$ cat config.mk
export PLATFORM = sky130hd
export DESIGN_NAME = level_engine_flat
export DESIGN_NICKNAME = d
export VERILOG_FILES = /design/src/rtl/level_engine_if.sv /design/src/rtl/level_engine.sv /design/src/flat_wrapper.sv
export SDC_FILE = /design/constraint.sdc
export NUM_CORES = 1
export LEC_CHECK = 0
export ABC_AREA = 1
export CAP_MARGIN = 0
export CORE_UTILIZATION = 40
export CTS_CLUSTER_SIZE = 25
export DETAILED_ROUTE_END_ITERATION = 8
export GPL_TIMING_DRIVEN = 0
export HOLD_SLACK_MARGIN = 0.02
export PLACE_DENSITY = 0.73
export SYNTH_ARGS = -nofsm -noshare
export SYNTH_HDL_FRONTEND = slang
export SYNTH_SLANG_ARGS = --single-unit
$ cat constraint.sdc
create_clock -name Clk -period 1.4 [get_ports Clk]
set_clock_uncertainty 0.1 [all_clocks]
set_input_delay 0.28 -clock Clk [delete_from_list [all_inputs] [get_ports Clk]]
set_output_delay 0.28 -clock Clk [all_outputs]
set_load 0.05 [all_outputs]
$ cat src/rtl/level_engine_if.sv
// rtl/level_engine_if.sv - handshake bundle between the game control unit and one level engine
//
// Purpose: groups the level enable, the player guess strobe and every engine
// status output so a level engine connects to its controller through one port.
//
// Signals:
//   level_start  controller -> engine  level enable, held high for the whole level
//   guess_valid  controller -> engine  player guess strobe
//   guess_value  controller -> engine  player guess, taken when guess_valid & guess_ready
//   level_done   engine -> controller  level complete, held until level_start drops
//   guesses      engine -> controller  wrong-guess count, saturating at 7
//   target       engine -> controller  current target value
//   show_target  engine -> controller  target is to be displayed
//   guess_ready  engine -> controller  engine accepting a guess
//   hit / miss   engine -> controller  one-cycle judgement pulses
//   round        engine -> controller  correct guesses so far
interface level_engine_if #(
  parameter int VAL_W = 4
);
  logic             level_start;
  logic             guess_valid;
  logic [VAL_W-1:0] guess_value;
  logic             level_done;
  logic [2:0]       guesses;
  logic [VAL_W-1:0] target;
  logic             show_target;
  logic             guess_ready;
  logic             hit;
  logic             miss;
  logic [3:0]       round;

  modport slave (
    input  level_start, guess_valid, guess_value,
    output level_done, guesses, target, show_target, guess_ready, hit, miss, round
  );

  modport master (
    output level_start, guess_valid, guess_value,
    input  level_done, guesses, target, show_target, guess_ready, hit, miss, round
  );
endinterface

$ cat src/rtl/level_engine.sv
// rtl/level_engine.sv - guessing-level responder for the game control unit
//
// Purpose: while level_start is high, shows a pseudo-random target for
// SHOW_CYCLES cycles, then accepts guesses; a correct guess advances the round
// and shows a new target, a wrong one bumps the saturating miss counter and
// re-opens the guess window. level_done rises with the ROUNDS-th hit.
//
// Ports:
//   Clk    system clock, all logic on the rising edge
//   reset  synchronous active-low reset
//   bus    level_engine_if slave side (level_start/guess_* in, status out)
module level_engine #(
  parameter int          ROUNDS      = 4,
  parameter int          VAL_W       = 4,
  parameter int          SHOW_CYCLES = 16,
  parameter logic [15:0] SEED        = 16'hACE1
) (
  input  logic         Clk,
  input  logic         reset,
  level_engine_if.slave bus
);

  localparam int TW = (SHOW_CYCLES > 1) ? $clog2(SHOW_CYCLES) : 1;
  localparam logic [TW-1:0] T_LAST = TW'(SHOW_CYCLES - 1);

  typedef enum logic [2:0] {
    IDLE  = 3'd0,
    SHOW  = 3'd1,
    WAIT  = 3'd2,
    JUDGE = 3'd3,
    DONE  = 3'd4
  } state_t;

  state_t           state_q, state_d;
  logic [15:0]      lfsr_q, lfsr_d;
  logic [TW-1:0]    timer_q, timer_d;
  logic [VAL_W-1:0] target_q, target_d;
  logic [VAL_W-1:0] guess_q, guess_d;
  logic [2:0]       guesses_q, guesses_d;
  logic [3:0]       round_q, round_d;
  logic             hit_q, hit_d;
  logic             miss_q, miss_d;

  always_ff @(posedge Clk) begin
    if (!reset) begin
      state_q   <= IDLE;
      lfsr_q    <= SEED;
      timer_q   <= '0;
      target_q  <= '0;
      guess_q   <= '0;
      guesses_q <= '0;
      round_q   <= '0;
      hit_q     <= 1'b0;
      miss_q    <= 1'b0;
    end else begin
      state_q   <= state_d;
      lfsr_q    <= lfsr_d;
      timer_q   <= timer_d;
      target_q  <= target_d;
      guess_q   <= guess_d;
      guesses_q <= guesses_d;
      round_q   <= round_d;
      hit_q     <= hit_d;
      miss_q    <= miss_d;
    end
  end

  always_comb begin
    state_d   = state_q;
    timer_d   = timer_q;
    target_d  = target_q;
    guess_d   = guess_q;
    guesses_d = guesses_q;
    round_d   = round_q;
    hit_d     = 1'b0;
    miss_d    = 1'b0;
    // Right-shifting Galois form of x^16+x^14+x^13+x^11; free-running so the
    // target depends on how long the player took, not only on the seed.
    lfsr_d    = {1'b0, lfsr_q[15:1]} ^ (lfsr_q[0] ? 16'hB400 : 16'h0000);

    if (!bus.level_start && state_q != IDLE) begin
      // Abort wins over any guess or judgement this cycle; counters are kept
      // so the controller can still read the final miss count.
      state_d = IDLE;
    end else begin
      case (state_q)
        IDLE: begin
          if (bus.level_start) begin
            state_d   = SHOW;
            guesses_d = '0;
            round_d   = '0;
            target_d  = lfsr_q[VAL_W-1:0];
            timer_d   = '0;
          end
        end
        SHOW: begin
          if (timer_q == T_LAST) begin
            state_d = WAIT;
            timer_d = '0;
          end else begin
            timer_d = timer_q + TW'(1);
          end
        end
        WAIT: begin
          if (bus.guess_valid) begin
            guess_d = bus.guess_value;
            state_d = JUDGE;
          end
        end
        JUDGE: begin
          if (guess_q == target_q) begin
            hit_d   = 1'b1;
            round_d = round_q + 4'd1;
            if (round_q + 4'd1 == 4'(ROUNDS)) begin
              state_d = DONE;
            end else begin
              state_d  = SHOW;
              target_d = lfsr_q[VAL_W-1:0];
              timer_d  = '0;
            end
          end else begin
            miss_d    = 1'b1;
            guesses_d = (guesses_q == 3'd7) ? 3'd7 : guesses_q + 3'd1;
            state_d   = WAIT;
          end
        end
        DONE: state_d = DONE;
        default: state_d = IDLE;
      endcase
    end
  end

  assign bus.show_target = (state_q == SHOW);
  assign bus.guess_ready = (state_q == WAIT);
  assign bus.level_done  = (state_q == DONE);
  assign bus.target      = target_q;
  assign bus.guesses     = guesses_q;
  assign bus.round       = round_q;
  assign bus.hit         = hit_q;
  assign bus.miss        = miss_q;

endmodule

$ cat src/flat_wrapper.sv
// flat-port wrapper written by rule: the top's interface ports become plain ports
module level_engine_flat 
#(
  parameter int          ROUNDS      = 4,
  parameter int          VAL_W       = 4,
  parameter int          SHOW_CYCLES = 16,
  parameter logic [15:0] SEED        = 16'hACE1
)
  (Clk, reset, bus_level_start, bus_guess_valid, bus_guess_value, bus_level_done, bus_guesses, bus_target, bus_show_target, bus_guess_ready, bus_hit, bus_miss, bus_round);
  level_engine_if #(.VAL_W(VAL_W)) bus_i ();
  input  logic Clk;
  input  logic reset;
  input wire logic [$bits(bus_i.level_start)-1:0] bus_level_start;
  input wire logic [$bits(bus_i.guess_valid)-1:0] bus_guess_valid;
  input wire logic [$bits(bus_i.guess_value)-1:0] bus_guess_value;
  output wire logic [$bits(bus_i.level_done)-1:0] bus_level_done;
  output wire logic [$bits(bus_i.guesses)-1:0] bus_guesses;
  output wire logic [$bits(bus_i.target)-1:0] bus_target;
  output wire logic [$bits(bus_i.show_target)-1:0] bus_show_target;
  output wire logic [$bits(bus_i.guess_ready)-1:0] bus_guess_ready;
  output wire logic [$bits(bus_i.hit)-1:0] bus_hit;
  output wire logic [$bits(bus_i.miss)-1:0] bus_miss;
  output wire logic [$bits(bus_i.round)-1:0] bus_round;
  assign bus_i.level_start = bus_level_start;
  assign bus_i.guess_valid = bus_guess_valid;
  assign bus_i.guess_value = bus_guess_value;
  assign bus_level_done = bus_i.level_done;
  assign bus_guesses = bus_i.guesses;
  assign bus_target = bus_i.target;
  assign bus_show_target = bus_i.show_target;
  assign bus_guess_ready = bus_i.guess_ready;
  assign bus_hit = bus_i.hit;
  assign bus_miss = bus_i.miss;
  assign bus_round = bus_i.round;
  level_engine #(.ROUNDS(ROUNDS), .VAL_W(VAL_W), .SHOW_CYCLES(SHOW_CYCLES), .SEED(SEED)) u_core (.Clk(Clk), .reset(reset), .bus(bus_i));
endmodule
; After elaboration in Yosys (flattened, before gate mapping)
; Index checks and enable logic that the tools add are counted.
; Widths: inputs -> output; s select.
[word_totals]
in_bits = 8
word_cells = 68
register_bits = 40
[classes]
n_addsub = 3
eq_ne = 14
muxes = 24
n_reduce_logical = 14
n_bitwise = 4
[ops]
columns = op, count
row1 = $mux 4, 8
row2 = $mux 3, 8
row3 = $mux 16, 1
row4 = $pmux 4 s2, 2
row5 = $xor 15x16->16, 1
row6 = $pmux 3 s5, 1
row7 = $pmux 4 s3, 1
row8 = $reduce_and 5->1, 2
row9 = $add 4x1->4 const B, 2
row10 = $ne 2x2->1 const B, 4
row11 = $reduce_and 4->1, 2
row12 = $eq 3x2->1 const B, 2
row13 = $eq 3x3->1 const B, 2
row14 = $pmux 3 s2, 1
row15 = $reduce_and 3->1, 2
row16 = $reduce_bool 3->1, 2
row17 = $eq 4x3->1 const B, 1
row18 = $eq 4x4->1, 1
row19 = $eq 4x4->1 const B, 1
row20 = $ne 2x1->1 const B, 2
row21 = $add 3x1->3 const B, 1
row22 = $eq 3x1->1 const B, 1
row23 = $logic_not 3->1, 1
row24 = $not 1->1, 3
row25 = 6 further kinds, 7

; Longest topological paths before layout
; Gate-level depths: netlist of the first run.
[logic_depth]
depth_word = 5
mapped_depth = 11

; Worst setup path after synthesis of the first run
; Ideal clock, no wire load.
[synth_path]
path_kind = flip-flop to flip-flop
startpoint = register u_core.target_q[1] (netlist: u_core.bus.target[1])
endpoint = register u_core.timer_q[0]
path_stages_with_launch = 11
path_slack_ps = -345
setup_time_ps = 114
t_required_ps = 1186
synth_period_minus_slack_ps = 1745
arrival_time_ps = 1532
n_path_buf = 1
cell_sequence = dfxtp_1 -> inv_1 -> nand2_1 -> nand2_2 -> nor2_4 -> nand2_4 -> nand2_4 -> buf_12 -> nand3_4 -> a21oi_1 -> nor2_1
[synth_via]
elab_chain_cells = 3
[synth_rtl]
columns = element, line
row1 = start: declaration, level_engine.sv:37  ; logic [VAL_W-1:0] target_q, target_d;
row2 = start signal: assignment, level_engine.sv:59  ; target_q <= target_d;
row3 = $eq 4x4->1, level_engine.sv:111  ; if (guess_q == target_q) begin
row4 = $ne 2x1->1 (no source line), --
row5 = $reduce_and 5->1 (no source line), --
row6 = end signal: assignment, level_engine.sv:58  ; timer_q <= timer_d;
row7 = end: declaration, level_engine.sv:36  ; logic [TW-1:0] timer_q, timer_d;
; No other way between the ends.
; A chain may end at the register's enable or synchronous reset.

; Worst setup path after layout of the first run
[layout_path]
startpoint = register u_core.state_q[0]
endpoint = output bus_show_target
[layout_via]
elab_chain_cells = 1
[layout_rtl]
columns = element, line
row1 = start: declaration, level_engine.sv:34  ; state_t state_q, state_d;
row2 = start signal: assignment, level_engine.sv:56  ; state_q <= state_d;
row3 = $eq 3x1->1, level_engine.sv:133  ; assign bus.show_target = (state_q == SHOW);
row4 = end: declaration, flat_wrapper.sv:19  ; output wire logic [$bits(bus_i.show_target)-1:0] bus_show_target;
; No other way between the ends.

==> flow_metrics.tcl, run 1 <==
set metrics [dict create \
    die_w_um 68.7 \
    cp_cell_sequence "buf_12, nand3_4, inv_2, buf_8" \
    root_buffer "clkbuf_8" \
    maxSlewHeadroom_pct 76.0 \
    grt_pass1_vias 1403 \
    hold_violations 0 \
    drive_gt1_share_pct 47.7 \
    synth_area_um2 1780 \
    setup_violations 20 \
    status "complete, but fails checks" \
    path_clk_slew_ps 80 \
    tightestPinTransition_ps 358 \
    critPathKind "reg2out" \
    maxCapViolations 0 \
    layout_commonest_cell "nand2_1" \
    period_minus_slack_ps 1560 \
    fin_util_pct 63.5 \
    r2r_slack_ps -120 \
    hold_class "reg2reg" \
    h-tree-depth 2 \
    ir_drop_mv 0.729 \
    p_leak_nw 1.20 \
    finalNonFillerCells 335 \
    async_reset_ff_share_pct 0 \
    rows 23 \
    wl_um 4750 \
    fillers 344 \
    place_inst 303 \
    clock.fmax_mhz 643 \
    cts_tree "built" \
    hold_buffers 0 \
    diodes 0 \
    fin_tns_setup_ps -1500 \
    grt_pass1_wl_um 6160 \
    ys_seq_elements 40 \
    yosys_warnings 0 \
    fin_nets 295 \
    cp-end-kind "output pin" \
    most-common-layout-cells "nand2_1 (34), inv_1 (22), dfxtp_1 (22)" \
    grt-ovfl-total 0 \
    grt_max_degree 14 \
    portBuffers 23 \
    dp_hpwl_um 2450 \
    synth_ff_type "dfxtp_1" \
    wl_per_cell_um 14.2 \
    power.density_nw_per_um2 1620 \
    violations "negative setup slack" \
    syn_nets 241 \
    core_area_um2 4140 \
    syn_area_per_cell_um2 7.75 \
    worstPathRequired_ps 1020 \
    dp_slack_ps -494 \
    io_pins 24 \
    crit_path_max_incr_delay_ps 410 \
    drt_first_pass_iters 6 \
    cts_buffers 5 \
    area_delta_synth_final_pct 47.8 \
    drc 0 \
    slowest_stage "dfxtp_4" \
    cp-start-kind "register" \
    via_per_inst 5.10 \
    gp_congestion 0.799 \
    die_y_um 68.7 \
    rsz0062_at_grt "true" \
    fin_area_um2 2630 \
    die_area_um2 4730 \
    insertion_delay_ps 300 \
    cpLargestDelayFamily "flip-flops" \
    place_area_um2 2110 \
    synth_cell_types 28 \
    synth_cells 230 \
    max-clock-path-buffers 2 \
    crit_buf_inv 3 \
    critPathMaxFanout 4 \
    antenna_found_initial 0 \
    ant_nets 0 \
    dr.first_iter.drc_count 111 \
    grt_usage_pct 18.2 \
    fin_crit_sh_pct 111 \
    start_util_pct 43.0 \
    cts.sink_count 40 \
    vias 1709 \
    drv_slew 0 \
    synth-edff-count 0 \
    ys_seq_area_share_pct 44.9 \
    worst_ep_arrival_time_ps 1180 \
    setup_ws_ps -156 \
]
## layout make-up
| class | count | area [µm²] | share of cell area [%] |
|---|---|---|---|
| buffer | 4 | 43.8 | 1.66 |
| clock inverter | 1 | 30.0 | 1.14 |
| tap | 50 | 62.6 | 2.38 |
| inverter | 33 | 138 | 5.23 |
| timing repair buffer | 47 | 428 | 16.3 |
| sequential | 40 | 838 | 31.8 |
| multi-input combinational | 153 | 995 | 37.8 |
| clock buffer | 7 | 97.6 | 3.71 |
## power by group
| group | switching, mW | total, mW | internal [mW] |
|---|---|---|---|
| Sequential | 0.117 | 1.39 | 1.28 |
| Combinational | 1.03 | 1.82 | 0.798 |
| Clock | 0.416 | 1.06 | 0.641 |
| Total | 1.56 | 4.28 | 2.72 |
## path summary, 6_finish.rpt
check                               startpoint                             end  depth (start not counted)
max             u_core.state_q[0]$_SDFFE_PP0P_                 bus_show_target                          4
min                u_core.lfsr_q[7]$_SDFF_PN1_     u_core.lfsr_q[6]$_SDFF_PN1_                          1
max reg2reg  u_core.bus.target[0]$_SDFFE_PN0P_  u_core.timer_q[1]$_SDFFE_PN0P_                         11
min reg2reg        u_core.lfsr_q[7]$_SDFF_PN1_     u_core.lfsr_q[6]$_SDFF_PN1_                          1
## registers in the layout, summed over array words and instances, names as in the netlist
signal	count
u_core.lfsr_q	16
u_core.bus.round	4
u_core.bus.target	4
u_core.guess_q	4
u_core.timer_q	4
u_core.bus.guesses	3
u_core.state_q	3
u_core.bus.hit	1
u_core.bus.miss	1
## cell families after synthesis
kind of cell / after synthesis / share of synthesized area (%)
compound gates: 29 / 9.06
xor+xnor: 3 / 1.47
fa+ha+maj: 3 / 2.11
buf+inv: 37 / 9.41
flops: 40 / 44.9
simple gates: 118 / 33.0
## metrics by stage
stage,hold slack [ps],power [mW]
5_1_grt,328,4.50
2_1_floorplan,290,2.23
4_1_cts,316,3.83
3_3_place_gp,294,2.48
6_report,315,4.28
3_5_place_dp,298,2.49
## cells in the mapped netlist, types with 3 or more instances
master    n  area (µm²)
nor2_1   28         105
ha_1      3        37.5
nand2_1  52         195
nand3_4   3        52.6
nand3_1  11        55.1
nand2_4   3        33.8
or2_2     6        37.5
dfxtp_1  40         801
a21oi_1  18        90.1
o21ai_0   8        40.0
inv_1    31         116
nand4_1   8        50.1
## per-layer routing
metal	GRT usage, %	part of all wire, %
met1	22.0	41
met2	28.6	49
met3	5.26	5.3
met4	11.0	4.3
met5	0	0
## repair_timing
| item | in CTS | in global routing |
|---|---|---|
| setup endpoints to repair | 32 | 26 |
| setup buffers | 11 | 12 |
| resized for setup | 99 | 60 |
| pin swaps | 8 | 34 |
| gates cloned | 0 | 1 |
Power figures use the tool's default switching activity.
==> inputs of run 2 (changes only) <==
--- a/config.mk
+++ b/config.mk
@@ -7,4 +7,5 @@
 export LEC_CHECK = 0
 export ABC_AREA = 1
+export ABC_CLOCK_PERIOD_IN_PS = 1400
 export CAP_MARGIN = 0
 export CORE_UTILIZATION = 40
==> constraint.sdc (replaced) <==
create_clock -name Clk -period 1.4 [get_ports Clk]
set_clock_uncertainty 0.1 [all_clocks]
set_input_delay 0.28 -clock Clk [delete_from_list [all_inputs] [get_ports Clk]]
set_output_delay 0.28 -clock Clk [all_outputs]
set_load 0.02 [all_outputs]
==> run 2 against run 1 <==
Effect of this change:
- the run still ends with negative setup slack left
- worst hold slack improved by 1.7 ps
- clock power shrank 23%
- count of clock-buffer cells in the layout decreased by 1
- core utilization is 1.8 points lower
- register-to-register slack improved by 40 ps
- wire length is 8.4% lower
- critical path type unchanged
==> flow_metrics.tcl, run 2 (same netlist as run 1, synthesis figures left out) <==
set metrics [dict create \
    tightestPinTransition_ps 346 \
    gp_congestion 0.803 \
    clock.fmax_mhz 657 \
    die_w_um 68.7 \
    rows 23 \
    r2r_slack_ps -80 \
    drive_gt1_share_pct 45.4 \
    power.density_nw_per_um2 1460 \
    cp-end-kind "output pin" \
    cts_tree "built" \
    place_area_um2 2090 \
    setup_violations 18 \
    core_area_um2 4140 \
    most-common-layout-cells "nand2_1 (32), dfxtp_1 (25), inv_1 (21)" \
    rsz0062_at_grt "true" \
    critPathMaxFanout 4 \
    hold_buffers 0 \
    grt-ovfl-total 0 \
    cp_cell_sequence "nor2_4, inv_2, nor2_4, buf_6" \
    fin_tns_setup_ps -965 \
    critPathKind "reg2out" \
    fin_area_um2 2560 \
    worstPathRequired_ps 1020 \
    fin_nets 290 \
    portBuffers 23 \
    cp-start-kind "register" \
    ant_nets 0 \
    grt_usage_pct 17.8 \
    drv_slew 0 \
    hold_violations 0 \
    violations "negative setup slack" \
    hold_slack_ps 316 \
    drt_first_pass_iters 4 \
    crit_path_max_incr_delay_ps 390 \
    grt_pass1_wl_um 6070 \
    cts.sink_count 40 \
    top_register "u_core.lfsr_q" \
    die_area_um2 4730 \
    fin_crit_sh_pct 109 \
    grt_max_degree 14 \
    insertion_delay_ps 300 \
    worst_ep_arrival_time_ps 1140 \
    cts_buffers 5 \
    p_leak_nw 1.15 \
    vias 1663 \
    io_pins 24 \
    antenna_found_initial 0 \
    maxSlewHeadroom_pct 76.7 \
    diodes 0 \
    max-clock-path-buffers 2 \
    path_clk_slew_ps 80 \
    wl_per_cell_um 13.2 \
    area_delta_synth_final_pct 43.5 \
    crit_top_cell "nor2_4" \
    root_buffer "clkbuf_8" \
    ir_drop_mv 0.836 \
    period_minus_slack_ps 1520 \
    drc 0 \
    slowest_stage "dfxtp_4" \
    layout_commonest_cell "nand2_1" \
    wl_um 4350 \
    die_y_um 68.7 \
    dr.first_iter.drc_count 120 \
    h-tree-depth 2 \
    largest_register_ffs 16 \
    maxCapViolations 0 \
    grt_pass1_vias 1383 \
    hold_class "reg2reg" \
    setup_ws_ps -123 \
    dp_hpwl_um 2430 \
    start_util_pct 43.0 \
    via_per_inst 5.04 \
    status "complete, but fails checks" \
    power_mw 3.73 \
]
==> run 2: cell types whose count changed in the layout (fill, tap and decap cells not counted), moves of 3 or more <==
cell           previous run  this run
buf_2                    11         0
dfxtp_2                  12         7
clkbuf_2                  1         5
dlygate4sd2_1             0         4
o21ai_0                   4         8
o21ai_1                   4         0
a21oi_1                  11        14
a21oi_2                   7         4
buf_8                     3         0
dfxtp_1                  22        25
nand2_2                  17        20
==> run 2: layout make-up <==
type | instances | area (µm²)
fillers | 354 | 1590
multi-input cells | 153 | 996
flip-flops and latches | 40 | 840
repair buffers | 42 | 384
inverters | 33 | 134
clock buffers | 6 | 82.6
well taps | 50 | 62.6
plain buffers | 4 | 43.8
clock inverters | 2 | 15.0
==> run 2: path summary, 6_finish.rpt <==
kind                                       start                                 to  cells past startpoint
setup / recovery  u_core.state_q[0]$_SDFFE_PP0P_                     bus_level_done                      4
hold / removal       u_core.lfsr_q[7]$_SDFF_PN1_        u_core.lfsr_q[6]$_SDFF_PN1_                      1
setup reg to reg  u_core.state_q[1]$_SDFFE_PP0P_  u_core.bus.target[0]$_SDFFE_PN0P_                      9
hold reg to reg      u_core.lfsr_q[7]$_SDFF_PN1_        u_core.lfsr_q[6]$_SDFF_PN1_                      1
==> run 2: stage by stage <==
stage	instances	setup slack [ps]	utilization (%)
floorplan	230	1.51	-
global placement	303	-356	50.5
detailed placement	303	-369	50.5
CTS	320	-250	55.9
global route	330	-175	61.7
finish	330	-123	61.7
==> run 2: power by group <==
| part | switching [mW] | total (mW) | internal [mW] | leakage, nW |
|---|---|---|---|---|
| Combinational | 0.846 | 1.52 | 0.671 | 0.772 |
| Clock | 0.417 | 0.815 | 0.399 | 0.0434 |
| Sequential | 0.121 | 1.40 | 1.28 | 0.337 |
==> run 2: timing repair <==
action | in CTS | in global routing
pin swaps | 10 | 35
cloned | 1 | 0
setup buffers | 8 | 11
gates resized for setup | 53 | 76
endpoints found under the setup margin | 37 | 32
==> run 2: worst max-delay path: cells and delay by family, from the launching register on <==
family	cells	cell delay, ps
buffers and inverters	2	180
DFF	1	390
and+or+nand+nor	2	270
==> run 2: metal layers <==
metal | global-route usage (%) | wire, µm | share of wire, % | up-vias
li1 | - | - | - | 828
met1 | 21.3 | 1760 | 40 | 765
met2 | 28.4 | 2240 | 51 | 53
met3 | 6.41 | 237 | 5.4 | 17
met4 | 8.42 | 115 | 2.6 | 0
met5 | 0 | 0 | 0 | -
==> inputs of run 3 (changes only) <==
- CTS_CLUSTER_DIAMETER: not set -> 40
- SKIP_CTS_REPAIR_TIMING: not set -> 1
==> run 3 against run 2 <==
Effect of this change:
- the flow still finishes with violations (negative setup slack)
- worst hold slack is essentially flat
- die area is the same
- sequential share of layout area shrank 0.13 points
- sequential power is essentially flat
- global-route usage shrank 1.4 points
- maximum frequency shrank 2.9%
- setup slack lost 45 ps
- power shrank 2.6%
- clock power is essentially flat
- sequential cell count is the same
- cell area shrank 0.49%
- combinational power shrank 6%
==> flow_metrics.tcl, run 3 (same netlist as run 1, synthesis figures left out) <==
set metrics [dict create \
    status "complete, but fails checks" \
    violations "negative setup slack" \
    switchingPower_mw 1.31 \
    setup_ws_ps -168 \
    drt_first_pass_iters 4 \
    cts_buffers 5 \
    fin_nets 291 \
    cts_tree "built" \
    ir_drop_mv 0.840 \
    hold_slack_ps 316 \
    fillers 373 \
    die_y_um 68.7 \
    cp_cell_sequence "inv_1, nand3_2, inv_1, clkbuf_2" \
    p_sw_share_pct 35.9 \
    cp-start-kind "register" \
    p_leak_nw 1.33 \
    area_delta_synth_final_pct 42.8 \
    multi_input_area_um2 950 \
    cp-end-kind "output pin" \
    cpLargestDelayFamily "buffers and inverters" \
    critPathKind "reg2out" \
    largest_register_ffs 16 \
    crit_path_max_incr_delay_ps 370 \
    slowest_stage "dfxtp_2" \
    rows 23 \
    most-common-layout-cells "nand2_1 (36), dfxtp_1 (27), inv_1 (22)" \
    antenna_found_initial 0 \
    portBuffers 23 \
    diodes 0 \
    dr.first_iter.drc_count 67 \
    power.internal_mw 2.33 \
    drc 0 \
    p_clk_share_pct 22.4 \
    die_area_um2 4730 \
    fin_crit_sh_pct 112 \
    core_area_um2 4140 \
    layout_commonest_cell "nand2_1" \
    crit_buf_inv 3 \
    fin_area_um2 2540 \
    register_area_um2 832 \
    root_buffer "clkbuf_8" \
    power.density_nw_per_um2 1430 \
    hold_class "reg2reg" \
    gp_congestion 0.803 \
    h-tree-depth 2 \
    grt_pass1_vias 1281 \
    cts.sink_count 40 \
    seq_power_share_pct 38.2 \
    grt_usage_pct 16.4 \
    start_util_pct 43.0 \
    rsz0062_at_grt "true" \
    wl_um 4030 \
    maxSlewHeadroom_pct 78.7 \
    fin_tns_setup_ps -917 \
    dp_hpwl_um 2430 \
    grt-ovfl-total 0 \
    io_pins 24 \
    grt_max_degree 14 \
    hold_violations 0 \
    grt_pass1_wl_um 5580 \
    maxCapViolations 0 \
    period_minus_slack_ps 1570 \
    path_clk_slew_ps 80 \
    die_w_um 68.7 \
    vias 1598 \
    drv_slew 0 \
    combinationalPowerShare_pct 39.4 \
    ant_nets 0 \
    setup_violations 20 \
    place_area_um2 2090 \
    crit_top_cell "inv_1" \
    wl_per_cell_um 12.2 \
    clock.fmax_mhz 638 \
    max-clock-path-buffers 2 \
    tightestPinTransition_ps 316 \
    worst_ep_arrival_time_ps 1190 \
    top_register "u_core.lfsr_q" \
    worstPathRequired_ps 1020 \
    insertion_delay_ps 300 \
    drive_gt1_share_pct 39.1 \
    critPathMaxFanout 4 \
    via_per_inst 4.83 \
]
[run 3: cell count changes in the layout (fill, tap and decap cells not counted), moves of 3 or more]
| cell | before | now |
|---|---|---|
| dlymetal6s2s_1 | 1 | 12 |
| nand2_2 | 20 | 17 |
| nand2_1 | 32 | 36 |
| dlygate4sd2_1 | 4 | 0 |
| clkdlybuf4s15_2 | 3 | 0 |
[run 3: path summary, 6_finish.rpt]
| check | start | end | slack [ps] | depth (start not counted) |
|---|---|---|---|---|
| worst max register to register | u_core.bus.target[3]$_SDFFE_PN0P_ | u_core.timer_q[0]$_SDFFE_PN0P_ | -90 | 10 |
| worst min-delay path | u_core.lfsr_q[7]$_SDFF_PN1_ | u_core.lfsr_q[6]$_SDFF_PN1_ | 320 | 1 |
| worst min register to register | u_core.lfsr_q[7]$_SDFF_PN1_ | u_core.lfsr_q[6]$_SDFF_PN1_ | 320 | 1 |
| worst max-delay path | u_core.state_q[1]$_SDFFE_PP0P_ | bus_show_target | -170 | 4 |
[run 3: per-stage QoR]
step	cells	setup slack, ps	utilization, %	total power [mW]
2_1_floorplan	230	1.51	-	2.09
3_5_place_dp	303	-369	50.5	2.36
3_3_place_gp	303	-356	50.5	2.34
6_report	331	-168	61.4	3.64
4_1_cts	311	-621	52.9	3.17
5_1_grt	331	-233	61.4	3.86
[run 3: worst register-to-register path: cells and delay by family (launching register included)]
family / cells / cell delay (ps)
flops: 1 / 360
compound gates: 1 / 120
simple gates: 7 / 640
buf+inv: 2 / 170
[run 3: per-layer routing]
metal	up-vias	GRT usage (%)	wire [µm]
met5	-	0	0
met4	0	7.65	51
met1	745	20.7	1810
met2	22	25.1	2010
met3	5	5.43	151
li1	826	-	-
[run 3: power by group through the flow]
stage	clock network, mW	registers (mW)	logic [mW]
after global placement	0	1.37	0.969
after floorplan	0	1.40	0.697
after global routing	0.874	1.41	1.58
after detailed placement	0	1.37	0.983
final	0.813	1.39	1.43
after CTS	0.830	1.35	0.990
[run 3: area by class of cell]
class / instances / share of cell area, %
multi-input combinational: 153 / 37.3
sequential: 40 / 32.7
timing repair buffer: 43 / 16.8
inverter: 33 / 5.16
clock buffer: 6 / 3.24
tap: 50 / 2.46
buffer: 4 / 1.72
clock inverter: 2 / 0.590
